## src/rtl/add_pkg.sv

```systemverilog
// Shared defaults and helpers for the pipelined carry-select adder.
package add_pkg;

   localparam int DEF_WIDTH        = 64;
   localparam int DEF_SEG_W        = 16;
   localparam int DEF_SEGS_PER_STG = 1;

   function automatic int calc_lat(input int width, input int seg_w, input int sps);
      return (width / seg_w) / sps;
   endfunction

endpackage

```

## src/rtl/csel_seg.sv

```systemverilog
// One segment of the adder: a plain ripple adder at a stage head,
// or a carry-select pair muxed on the incoming carry elsewhere.
module csel_seg
   import add_pkg::*;
#(
   parameter int SEG_W = DEF_SEG_W
) (
   input  logic [SEG_W-1:0] a,
   input  logic [SEG_W-1:0] b,
   input  logic             cin_sel,
   input  logic             use_select,
   output logic [SEG_W-1:0] s,
   output logic             cout
);

   logic [SEG_W:0] r0;
   logic [SEG_W:0] r1;
   logic [SEG_W:0] rs;

   always_comb begin
      r0 = '0;
      r1 = '0;
      rs = '0;
      if (use_select) begin
         r0 = {1'b0, a} + {1'b0, b};
         r1 = {1'b0, a} + {1'b0, b} + {{SEG_W{1'b0}}, 1'b1};
         rs = cin_sel ? r1 : r0;
      end else begin
         rs = {1'b0, a} + {1'b0, b} + {{SEG_W{1'b0}}, cin_sel};
      end
   end

   assign s    = rs[SEG_W-1:0];
   assign cout = rs[SEG_W];

endmodule

```

## src/rtl/pipe_add_cs.sv

```systemverilog
// Pipelined carry-select adder/subtractor with a global-stall
// valid/ready handshake; one stage register per group of segments.
module pipe_add_cs
   import add_pkg::*;
#(
   parameter int WIDTH        = DEF_WIDTH,
   parameter int SEG_W        = DEF_SEG_W,
   parameter int SEGS_PER_STG = DEF_SEGS_PER_STG
) (
   input  logic             clk,
   input  logic             rst_n,
   input  logic             in_valid,
   output logic             in_ready,
   input  logic [WIDTH-1:0] a,
   input  logic [WIDTH-1:0] b,
   input  logic             cin,
   input  logic             sub,
   output logic             out_valid,
   input  logic             out_ready,
   output logic [WIDTH-1:0] sum,
   output logic             cout,
   output logic             ovf,
   output logic             zero
);

   localparam int NSEG = WIDTH / SEG_W;
   localparam int SPS  = SEGS_PER_STG;
   localparam int LAT  = calc_lat(WIDTH, SEG_W, SEGS_PER_STG);

   typedef struct packed {
      logic             v;
      logic [WIDTH-1:0] s;
      logic             c;
      logic [WIDTH-1:0] a;
      logic [WIDTH-1:0] b;
      logic             cm;
   } stg_t;

   if ((WIDTH % SEG_W) != 0 || (NSEG % SEGS_PER_STG) != 0) begin : g_bad_param
      $fatal(1, "pipe_add_cs: WIDTH/SEG_W/SEGS_PER_STG do not divide evenly");
   end

   stg_t             st  [LAT];
   stg_t             cur [LAT];
   stg_t             nxt [LAT];
   logic [WIDTH-1:0] seg_sum;
   logic [NSEG-1:0]  seg_co;
   logic             adv;

   assign adv      = !st[LAT-1].v || out_ready;
   assign in_ready = adv;

   // Stage 0 works on the inverted operand; later stages on the registers.
   always_comb begin
      cur[0]   = '0;
      cur[0].v = in_valid;
      cur[0].a = a;
      cur[0].b = b ^ {WIDTH{sub}};
      cur[0].c = cin ^ sub;
      for (int k = 1; k < LAT; k++) cur[k] = st[k-1];
   end

   for (genvar j = 0; j < NSEG; j++) begin : g_seg
      localparam int K     = j / SPS;
      localparam bit FIRST = (j % SPS) == 0;
      logic ci;
      logic co;
      if (FIRST) begin : g_head
         assign ci = cur[K].c;
      end else begin : g_tail
         assign ci = g_seg[j-1].co;
      end
      csel_seg #(.SEG_W(SEG_W)) u_seg (
         .a          (cur[K].a[j*SEG_W +: SEG_W]),
         .b          (cur[K].b[j*SEG_W +: SEG_W]),
         .cin_sel    (ci),
         .use_select (FIRST ? 1'b0 : 1'b1),
         .s          (seg_sum[j*SEG_W +: SEG_W]),
         .cout       (co)
      );
      assign seg_co[j] = co;
   end

   always_comb begin
      for (int k = 0; k < LAT; k++) begin
         nxt[k] = cur[k];
         for (int i = k*SPS; i < (k+1)*SPS; i++)
            nxt[k].s[i*SEG_W +: SEG_W] = seg_sum[i*SEG_W +: SEG_W];
         nxt[k].c = seg_co[(k+1)*SPS-1];
      end
      // Carry into the MSB, recovered from the MSB sum bit.
      nxt[LAT-1].cm = cur[LAT-1].a[WIDTH-1] ^ cur[LAT-1].b[WIDTH-1]
                    ^ seg_sum[WIDTH-1];
   end

   always_ff @(posedge clk) begin
      if (!rst_n) begin
         for (int k = 0; k < LAT; k++) st[k] <= '0;
      end else if (adv) begin
         for (int k = 0; k < LAT; k++) st[k] <= nxt[k];
      end
   end

   assign out_valid = st[LAT-1].v;
   assign sum       = st[LAT-1].s;
   assign cout      = st[LAT-1].c;
   assign ovf       = st[LAT-1].cm ^ st[LAT-1].c;
   assign zero      = ~|st[LAT-1].s;

endmodule

```

## config.mk

```make
export PLATFORM = sky130hd
export DESIGN_NAME = pipe_add_cs
export DESIGN_NICKNAME = d
export VERILOG_FILES = /design/src/rtl/add_pkg.sv /design/src/rtl/csel_seg.sv /design/src/rtl/pipe_add_cs.sv
export SDC_FILE = /design/constraint.sdc
export NUM_CORES = 1
export LEC_CHECK = 0
export ABC_CLOCK_PERIOD_IN_PS = 19300
export CAP_MARGIN = 20
export CELL_PAD_IN_SITES_DETAIL_PLACEMENT = 1
export CELL_PAD_IN_SITES_GLOBAL_PLACEMENT = 1
export CORE_MARGIN = 10
export CORE_UTILIZATION = 46
export DETAILED_ROUTE_END_ITERATION = 7
export PLACE_DENSITY_LB_ADDON = 0.1
export SLEW_MARGIN = 0
export SYNTH_ARGS = -nofsm -noshare
export SYNTH_HDL_FRONTEND = slang
export SYNTH_SLANG_ARGS = --single-unit
```

## constraint.sdc

```tcl
create_clock -name clk -period 19.3 [get_ports clk]
set_input_delay 3.86 -clock clk [delete_from_list [all_inputs] [get_ports clk]]
set_output_delay 3.86 -clock clk [all_outputs]
set_load 0.02 [all_outputs]
```

# After elaboration in Yosys (flattened, before gate mapping)

Memory sizes are Yosys's and may differ from the RTL's.
Cells that the tools add are included.

$add $sub $neg: 8
Muxes and demuxes: 8
Bitwise logic cells: 9
Reductions and logical operators: 4

Operators by type and width:

| cell                                      | count |
|---|---|
| 195-bit two-way mux                       | 4 |
| 16-bit by 16-bit adder with 17-bit output | 4 |
| 17-bit by 1-bit adder with 17-bit output  | 4 |
| 64-bit OR reduction                       | 1 |
| 64-bit XOR                                | 1 |
| 1-bit two-way mux                         | 4 |
| 1-bit OR                                  | 4 |
| 1-bit XOR                                 | 4 |
| 1-bit logical NOT                         | 2 |
| 1-bit logical OR                          | 1 |

Register bits after elaboration: 0
RAM bits: 780
Bits of input ports: 134
Memories kept: 1

Memories:

| memory | depth | width | rd ports | clocked after Yosys merged registers in | wr ports | RTL line          | text |
|---|---|---|---|---|---|---|---|
| st     | 4     | 195   | 4        | 0                                       | 4        | pipe_add_cs.sv:43 | `stg_t st [LAT];` |

# Depth between registers and ports, before layout

An unclocked memory read counts as a cell.

Word-level depth: 7
Depth in mapped cells: 12
Depth with buffers taken out: 10

# By module

From an unflattened synthesis, not the netlist that was laid out.

Cells, all modules: 1,645
Area total of the unflattened synthesis: 19,856.5 um2

Modules (own cells, without submodules):

| module                         | instances | cells an instance | area an instance (um2) |
|---|---|---|---|
| pipe_add_cs                    | 1         | 961               | 14,806.7 |
| csel_seg at g_seg[0].u_seg ... | 3         | 175               | 1,256.2 |
| csel_seg at g_seg[1].u_seg     | 1         | 159               | 1,281.2 |

# Least setup slack after synthesis

Ideal clock, no wire load.

Path type: input to register
Start: in rst_n
End: mem st[0][100] in the netlist's numbering, enable pin
Setup time: 3,513 ps
Arrival: 12,252 ps
Data required time: 15,787 ps
Setup slack: 3,534 ps
Stages on the path: 3
Path buffers: 2
Path through: clkbuf_1 -> clkbuf_1 -> nand3b_1

RTL lines:

| element         | RTL line          | text |
|---|---|---|
| start, declared | pipe_add_cs.sv:11 | `input logic rst_n,` |
| end, declared   | pipe_add_cs.sv:43 |  |

# Worst setup path in the final report

Start: in out_ready
End: out in_ready

Cells in the longest elaborated chain, start to end: 1

Ends and longest elaborated chain:

| element          | RTL line          | text |
|---|---|---|
| start, declared  | pipe_add_cs.sv:19 | `input logic out_ready,` |
| 1-bit logical OR | pipe_add_cs.sv:50 | `assign adv = !st[LAT-1].v \|\| out_ready;` |
| end, declared    | pipe_add_cs.sv:13 | `output logic in_ready,` |

Every way passes these cells.

==> run summary <==
========================================================================================
Maximum fanout along the worst path                                                    4
H-Tree Depth                                                                           2
Post-synth top area share                                                          0.629
Net Sw Power                                                                  0.000437 W
Slew @ Worst Pin                                                                 1.13 ns
Synth Net Count                                                                    1,538
Number of warnings reported in the yosys synthesis log                                 0
Number of buffers and inverters on the critical path                                   2
Placement row count                                                                   70
Post-synthesis average cell area                                                12.9 um2
Total negative setup slack                                                          0 ns
Buffer depth of the longest clock path                                                 3
Standby leakage power                                                            8.88 nW
Delay contributed by the slowest stage of the critical path                      0.62 ns
Levels on crit path                                                                    3
Cell count after synthesis                                                         1,336
Crit end category                                                            output port
Endpoints failing hold                                                                 0
Cell chain of the critical path                                             clkdlybuf4s50_1, nand2b_4, clkdlybuf4s50_1
WHS Path Cells                                                                         1
Total internal power                                                           0.00145 W
Worst setup slack after placement                                               10.30 ns
Full die area                                                                 45,600 um2
Synth area leaders                                                          sky130_fd_sc_hd__edfxtp_1 (63%), sky130_fd_sc_hd__and3_1 (9.2%), sky130_fd_sc_hd__ha_1 (4.4%)
Number of distinct library cells after synthesis                                      54
Core region area                                                              36,800 um2
Total vias in the final route                                                     10,500
Largest register FFs                                                                 361
Cell chosen for the clock root                                              sky130_fd_sc_hd__clkbuf_16
Final WL                                                                         37.9 mm
Fillers                                                                            3,641
Vias per Instance                                                                   5.41
Power density over the cells                                                 92.6 nW/um2
Area added between synthesis and finish                                            18.3%
Number of max-cap violations                                                           0
Detailed router's first-iteration violation count                                    660
Sequential cell area fraction in the yosys report                                  0.629
Reg-to-reg setup timing slack                                                   15.47 ns
Count of non-filler cells in the finished layout                                   1,943
First-pass GRT wire length                                                       58.5 mm
Largest area contributor in the netlist                                     sky130_fd_sc_hd__edfxtp_1
Maximum frequency from static timing analysis                                    111 MHz
EDFF count, synth                                                                    361
Initial standard-cell utilization of the core                                      0.469
Run status                                                                  finished, final reports clean
Placed cell count                                                                  1,869
CTS sink cnt                                                                         361
Sw Share                                                                           0.231
Register bit count reported by yosys                                                 361
R2R Path End                                                                st[1][132]$_SDFFCE_PN0P_
Remaining max-slew budget at the tightest pin                                      0.245
Largest reg by FF count                                                               st
Standard cell area after detailed placement                                   19,200 um2
TritonRoute pass-1 iters                                                               4
Startpoint of the worst hold path                                           st[0][48]$_SDFFCE_PN0P_
R2r worst-path depth                                                                   4
Registers with the most flip-flops                                              st (361)
Number of global-route vias before repair                                         10,800
Net count reported at finish                                                       1,646
Proportion of power drawn by flip-flops and latches                                0.501
Cts bufs inserted                                                                     41
Residual antenna-violating net count after detailed routing                            0
CTS clock-pin slew for the worst setup and hold paths                            0.06 ns
Congestion Overflow GR                                                                 0
Clock tree from TritonCTS                                                          built
Per-cell routed wire length                                                      19.5 um
I/O Buffers                                                                          202
Largest delay contributor family on the critical path                       buffers and inverters
Clock latency of the later-clocked register in the worst-skew pair               0.53 ns
Combinational fraction of design power                                             0.118
Fraction of power consumed by the clock network                                    0.381
Crit-path slowest cell                                                      sky130_fd_sc_hd__clkdlybuf4s50_1
Unrepaired setup endpoints after global routing                                       no
Tmin final                                                                       8.99 ns
Smallest setup slack after layout                                               10.31 ns
RePlAce Congestion                                                                 0.824
Post-route clock skew                                                          0.0177 ns
Maximum vdd ir drop                                                            0.0546 mV
CP arrival                                                                       5.13 ns
Launching element type of the critical path                                    input pin
Class of the tightest hold or removal check                                   reg -> reg
Die X                                                                             214 um
Total of hold buffers inserted after clock tree synthesis                              0
Layout cells sized above 1                                                        0.0502
Post-route cell area                                                          20,400 um2
Async set-or-reset flop fraction in the synthesized netlist                            0
Maximum number of pins on one net before global-route repair                         252
WP data required                                                                15.44 ns
Total track usage                                                                  0.161
Layout Utilization                                                                 0.554
Category of the critical setup timing path                                     in -> out
Most frequently used flop master after synthesis                            sky130_fd_sc_hd__edfxtp_1
Final max-slew violation count                                                         0
End of the worst hold path                                                  st[1][48]$_SDFFCE_PN0P_
Initial antenna violation count                                                        2
Crit Reg-Reg Startpoint                                                     st[3][194]$_SDFFCE_PN0P_
Die boundary height                                                               214 um
Dominant cell type by count on the critical path                            sky130_fd_sc_hd__clkdlybuf4s50_1
Top-level I/O count                                                                  203
# DRC                                                                                  0
Cell area after synthesis                                                     17,200 um2
Portion of the clock cycle consumed by the worst path in the final layout          0.466
DPL Wire Length                                                                  25.2 mm
Setup Viol. Count Final                                                                0
Post-CTS Setup Bufs                                                                    0
CTS-repair resized insts                                                               0
========================================================================================
through the flow:
stage	hold WS (ns)	power (W)
floorplan	0.528	0.00111
global placement	0.530	0.00118
detailed placement	0.538	0.00119
CTS	0.543	0.00191
global route	0.555	0.00197
finish	0.539	0.00189
power by group through the flow:
stage / clock [W] / sequential [W] / combinational, W
2_1_floorplan: 0 / 0.000958 / 0.000151
3_3_place_gp: 0 / 0.000961 / 0.000219
3_5_place_dp: 0 / 0.000964 / 0.000224
4_1_cts: 0.000738 / 0.000948 / 0.000225
5_1_grt: 0.000770 / 0.000953 / 0.000246
6_report: 0.000720 / 0.000947 / 0.000222
worst max path at each step:
| stage | from | to | slack (ns) |
|---|---|---|---|
| 3_5_place_dp | out_ready | in_ready | 10.30 |
| 3_3_place_gp | out_ready | in_ready | 10.30 |
| 6_report | out_ready | in_ready | 10.31 |
| 4_1_cts | out_ready | in_ready | 10.30 |
| 2_1_floorplan | rst_n | st[0][100]$_SDFFCE_PN0P_ | 3.53 |
| 5_1_grt | out_ready | in_ready | 10.28 |
layer usage:
metal / GRT usage / part of all wire / routed length [um] / vias up
met3: 0.0258 / 0.043 / 1630 / 49
met4: 0.0516 / 0.021 / 799 / 0
met1: 0.201 / 0.43 / 16100 / 5165
met2: 0.281 / 0.51 / 19400 / 178
li1: - / - / - / 5122
met5: 0 / 0 / 0 / -
cells by family (layout without fill, tap and decap cells):
group / Yosys count / count (layout) / share of synthesized area
AND/OR/NAND/NOR: 476 / 476 / 0.151
flip-flops: 361 / 361 / 0.629
AO/OA/AOI/OAI: 165 / 165 / 0.0635
buffers and inverters: 157 / 294 / 0.0486
XOR/XNOR: 104 / 104 / 0.0528
adder cells (fa/ha/maj): 68 / 68 / 0.0528
multiplexers: 5 / 5 / 0.00290
other: 0 / 2 / 0
area by class of cell:
| class | count | area [um2] | area share |
|---|---|---|---|
| sequential | 361 | 10800 | 0.531 |
| multi-input combinational | 818 | 5580 | 0.273 |
| timing repair buffer | 210 | 2110 | 0.103 |
| clock buffer | 50 | 1100 | 0.0540 |
| tap | 468 | 586 | 0.0287 |
| clock inverter | 22 | 135 | 0.00662 |
| inverter | 12 | 45.0 | 0.00221 |
| antenna | 2 | 5.00 | 0.000245 |
synthesized netlist by cell type (all sizes together) (8+ instances only):
cell type / n
clkbuf: 74
nor3: 14
edfxtp: 361
ha: 60
a211oi: 22
nand2b: 11
o21ai: 41
a21o: 16
a31oi: 9
o21a: 10
buf: 71
xor2: 31
xnor2: 73
fa: 8
nor4: 18
nand4: 10
nand2: 31
inv: 12
a21oi: 32
and3: 253
nor2: 115
cell usage in the layout (no fill, tap or decap), drive strengths merged, types with 5 or more instances in the layout:
cell type      netlist  routed
edfxtp             361     361
and3               253     253
clkdlybuf4s50        0     200
nor2               115     115
xnor2               73      73
ha                  60      60
clkbuf              74      50
o21ai               41      41
a21oi               32      32
xor2                31      31
nand2               31      31
a211oi              22      22
nor4                18      18
clkinv               0      17
a21o                16      16
nor3                14      14
inv                 12      14
nand2b              11      11
nand4               10      10
o21a                10      10
buf                 71      10
a31oi                9       9
fa                   8       8
o21bai               7       7
nand3                6       6
o31ai                6       6
nor2b                5       5
mux2i                5       5
Note: power is estimated with default switching activity, not from simulation.
==> variant 1 (same settings) <==
Put a register stage on the output `ovf`. The value now appears one clock later. The other outputs are not delayed to match.
--- a/src/rtl/pipe_add_cs.sv
+++ b/src/rtl/pipe_add_cs.sv
@@ -106,3 +106,5 @@
    assign cout      = st[LAT-1].c;
-   assign ovf       = st[LAT-1].cm ^ st[LAT-1].c;
+   always_ff @(posedge clk) begin
+      ovf <= st[LAT-1].cm ^ st[LAT-1].c;
+   end
    assign zero      = ~|st[LAT-1].s;
Behaviour: not the same (a bounded check fails within 10 cycles, from zero or initial values).
==> variant 1 against the original RTL <==
Sequential cell count increased by 1; setup slack got worse by 410 ps; clock skew increased by 10 ps; critical endpoint unchanged; clock power about the same; global-route usage increased by 0.57 points; routed wire length increased by 1.5%; final area about the same; power increased by 0.27%; synthesized cell count about the same; synthesized area increased by 0.12%; cell count increased by 0.10%; via count increased by 1.1%; critical path depth unchanged; hold slack got worse by 84 ps.
==> variant 1: results (changes against the original RTL) <==
Finish:
- Registers with the most flip-flops: st x361, ovf x1 (was st x361).
- The share of final-layout standard cells stronger than drive strength 1 was 4.752% (was 5.024%).

Global routing:
- The number of global-route vias before repair is 10,880 (was 10,810).
- The largest net degree at the start of global routing is 213 (was 252).
- The number of antenna violations at the first check in global routing is 3 (was 2).
- The met3 usage was 3.417% (was 2.584%).
- The combined global-route utilization of all metal layers was 16.68% (was 16.11%).
- The global-route wire length before repair was 59.58 mm (was 58.50 mm).

Timing:
- The relative max-transition margin is 19.81% (was 24.54%).
- The setup skew after layout is 27.91 ps (was 17.66 ps).
- The least setup slack across all paths after layout came to 9897 ps (was 10,310 ps).

Yosys:
- The distinct cell type count after synthesis is 55 (was 54).
- The synthesized net count is 1,539 (was 1,538).
- The sequential share of the synthesized area came to 62.92% (was 62.87%).
- Dominant cells by area after synthesis: edfxtp_1, and3_1, ha_1 (unchanged).

Drt:
- The detail-routed via count per cell is 5.464 (was 5.411).
- The number of DRC violations after detailed-routing iteration 0 was 588 (was 660).
- The wire length per cell is 19.80 µm (was 19.52 µm).

Placement:
- The detailed placer's ending HPWL was 25.80 mm (was 25.19 mm).

Power and ir drop:
- The maximum vdd drop is 0.00004930 V (was 0.00005459 V).

Critical path:
- The reg-to-reg setup timing slack is 16,170 ps (was 15,470 ps).
- The data arrival time of the worst path was 5540 ps (was 5130 ps).
- The startpoint of the worst register-to-register path is st[2][49] (was st[3][194]).
- The largest fanout of any net on the critical path was 53 (was 4).
- The cell depth of the worst flop-to-flop path is 8 (was 4).

Outcome:
- Status: finished, final reports clean (unchanged).

CTS:
- The clock network latency to the later pin of the worst-skew pair is 560 ps (was 530 ps).
-- variant 1: power by group --
| part | switching, mW | leakage [nW] | internal (mW) |
|---|---|---|---|
| registers | 0.0202 | 4.29 | 0.930 |
| logic | 0.116 | 4.00 | 0.106 |
| clock network | 0.294 | 0.591 | 0.428 |
| total | 0.430 | 8.88 | 1.46 |
-- variant 1: final cells by class --
type,instances,area (µm²)
Fill cell,3642,16380
Sequential cell,362,10860
Multi-Input combinational cell,818,5578
Timing Repair Buffer,211,2101
Clock buffer,53,1071
Tap cell,468,585.6
Clock inverter,17,150.1
Inverter,12,45.04
Antenna cell,4,10.01
-- variant 1: routing by layer --
metal	share of wire, %	vias to the layer above	routed length, µm
li1	-	5126	-
met1	42	5278	16180
met2	52	174	19940
met3	3.9	50	1495
met4	2.3	0	895
met5	0	-	0
-- variant 1: how the worst min path moves through the flow --
stage | start | endpoint | slack [ps] | depth (start not counted)
2_1_floorplan | st[3][0] | ovf | 420 | 1
3_3_place_gp | st[3][0] | ovf | 430 | 1
3_5_place_dp | st[3][0] | ovf | 450 | 1
4_1_cts | st[3][0] | ovf | 460 | 1
5_1_grt | st[3][0] | ovf | 460 | 1
6_report | st[3][0] | ovf | 450 | 1
-- variant 1: critical path, stage by stage --
cell and delay, ps:
clkdlybuf4s50_1 470, nand2b_4 470, clkdlybuf4s50_1 710
-- variant 1: cell families (layout without fill, tap and decap cells) --
kind of cell / after synthesis / in the layout / synth area share (%)
simple gates: 476 / 476 / 15.04
flops: 362 / 362 / 62.92
compound gates: 165 / 165 / 6.342
buf+inv: 157 / 293 / 4.856
xor+xnor: 104 / 104 / 5.277
fa+ha+maj: 68 / 68 / 5.277
mux: 5 / 5 / 0.2900
other cells: 0 / 4 / 0
-- variant 1: through the flow --
stage	instance area, µm²	cells
detailed placement	19170	1871
finish	20400	1945
floorplan	17260	1337
global placement	19170	1871
global route	20400	1944
CTS	20390	1941
==> variant 2 (config.mk and constraints unchanged) <==
Without the edit above. Set the package constant `DEF_SEG_W` to 8 (it was 16).
--- a/src/rtl/add_pkg.sv
+++ b/src/rtl/add_pkg.sv
@@ -4,3 +4,3 @@
    localparam int DEF_WIDTH        = 64;
-   localparam int DEF_SEG_W        = 16;
+   localparam int DEF_SEG_W        = 8;
    localparam int DEF_SEGS_PER_STG = 1;
Function: same outputs for any inputs over 4 cycles, from zero or initial values; that may be too few to reach the edited logic, so the function may still have changed.
==> variant 2 against the original RTL <==
Routed wire length increased by 56%; register-to-register slack worse by 1700 ps; clock power up 89%; sequential cell count is 392 higher; setup slack worse by 420 ps; final area is 76% higher; synthesized area increased by 81%; power grew 78%; core utilization fell by 2.2 points; cell count up 60%; critical endpoint unchanged.
==> variant 2: results (changes against the original RTL) <==
Finish:
- Registers with the most flip-flops: st x753 (was st x361).
- The final antenna diode count is 0 (was 2).
- The number of nets in the finished design is 2,393 (was 1,646).
- The share of final-layout standard cells stronger than drive strength 1 is 5.714% (was 5.024%).
- The post-layout utilization of the core was 53.25% (was 55.45%).

Critical path:
- The largest fanout of any net on the critical path is 97 (was 4).
- The cell depth of the worst flop-to-flop path is 7 (was 4).
- The startpoint of the worst register-to-register path is st[1][779] (was st[3][194]).

Power and ir drop:
- The maximum vdd drop is 0.00004605 V (was 0.00005459 V).

Drt:
- The detail-routed via count per cell was 5.135 (was 5.411).
- The number of DRC violations after detailed-routing iteration 0 was 1,221 (was 660).
- The iteration count of the initial detailed-routing pass came to 5 (was 4).

Placement:
- The pre-CTS worst setup slack was 9310 ps (was 10,300 ps).
- The instance area at placement is 33,510 µm² (was 19,150 µm²).

Yosys:
- The distinct cell type count after synthesis is 37 (was 54).
- The number of enable flip-flop cells after synthesis came to 753 (was 361).
- Top cells by count, synth: edfxtp_1, and3_1, clkbuf_1 (was edfxtp_1, and3_1, nor2_1).
- Dominant cells by area after synthesis: edfxtp_1, and3_1, and2_1 (was edfxtp_1, and3_1, ha_1).
- The synthesized net count was 2,308 (was 1,538).
- The sequential share of the synthesized area came to 72.27% (was 62.87%).

Global routing:
- The met3 usage is 3.301% (was 2.584%).
- The met2 demand-to-capacity share in global routing is 22.11% (was 28.07%).
- The global-route track usage on met1 is 21.30% (was 20.13%).
- The global-route wire length before repair is 93.67 mm (was 58.50 mm).

CTS:
- The clock network latency to the later pin of the worst-skew pair is 600 ps (was 530 ps).
- The number of levels the H-tree was split into is 3 (was 2).

Floorplan:
- The width of the die is 280.8 µm (was 213.6 µm).

Outcome:
- Status: finished, final reports clean (unchanged).

Timing:
- The relative max-transition margin is 17.84% (was 24.54%).
- The setup skew after layout is 24.43 ps (was 17.66 ps).
-- variant 2: cell types whose count changed after synthesis, sizes merged, moves of 12 or more --
cell	delta
and3	+261
and2	+123
a21o	-14
xor2	-21
buf	+13
nor3	-12
clkbuf	+54
o21ai	-22
edfxtp	+392
o2111ai	+14
-- variant 2: stage by stage --
stage	std cells	power [mW]
after floorplan	2102	1.974
after global placement	2981	2.035
after detailed placement	2981	2.042
after CTS	3111	3.412
after global routing	3113	3.493
final	3113	3.364
-- variant 2: cells by family (layout without fill, tap and decap cells) --
family / after synthesis / count (layout) / synth area share [%]
AOI/OAI and AO/OA: 112 / 112 / 2.555
xor gates and xnor gates: 87 / 87 / 2.435
adders and majority gates: 72 / 72 / 3.263
buffers and inverters: 232 / 370 / 3.631
DFF: 753 / 753 / 72.27
muxes: 8 / 8 / 0.2559
and+or+nand+nor: 838 / 838 / 15.59
-- variant 2: layer usage --
metal	vias up	share of wire (%)
li1	7910	-
met1	7753	49
met2	261	44
met3	61	5.1
met4	0	1.5
met5	-	0
-- variant 2: final cells by class --
type                    instances  area (µm²)
fillers                      6344       31450
flip-flops and latches        753       22610
multi-input cells            1117        7557
repair buffers                220        2225
clock buffers                  95        1994
well taps                     873        1092
clock inverters                35       272.8
inverters                      20       75.07
-- variant 2: path summary, 6_finish.rpt --
kind,to,slack (ps)
worst max register to register,st[0][84],13760
worst min register to register,st[1][725],520
worst max-delay path,in_ready,9890
worst min-delay path,st[1][725],520
-- variant 2: where the power goes --
part / switching [mW] / total [mW] / internal (mW)
Combinational: 0.0734 / 0.147 / 0.0736
Clock: 0.576 / 1.36 / 0.783
Sequential: 0.0160 / 1.86 / 1.84
-- variant 2: worst max-delay path: stages --
cell and delay, ps:
clkdlybuf4s50_1 470, nand2b_4 170, buf_16 310, clkdlybuf4s50_1 690
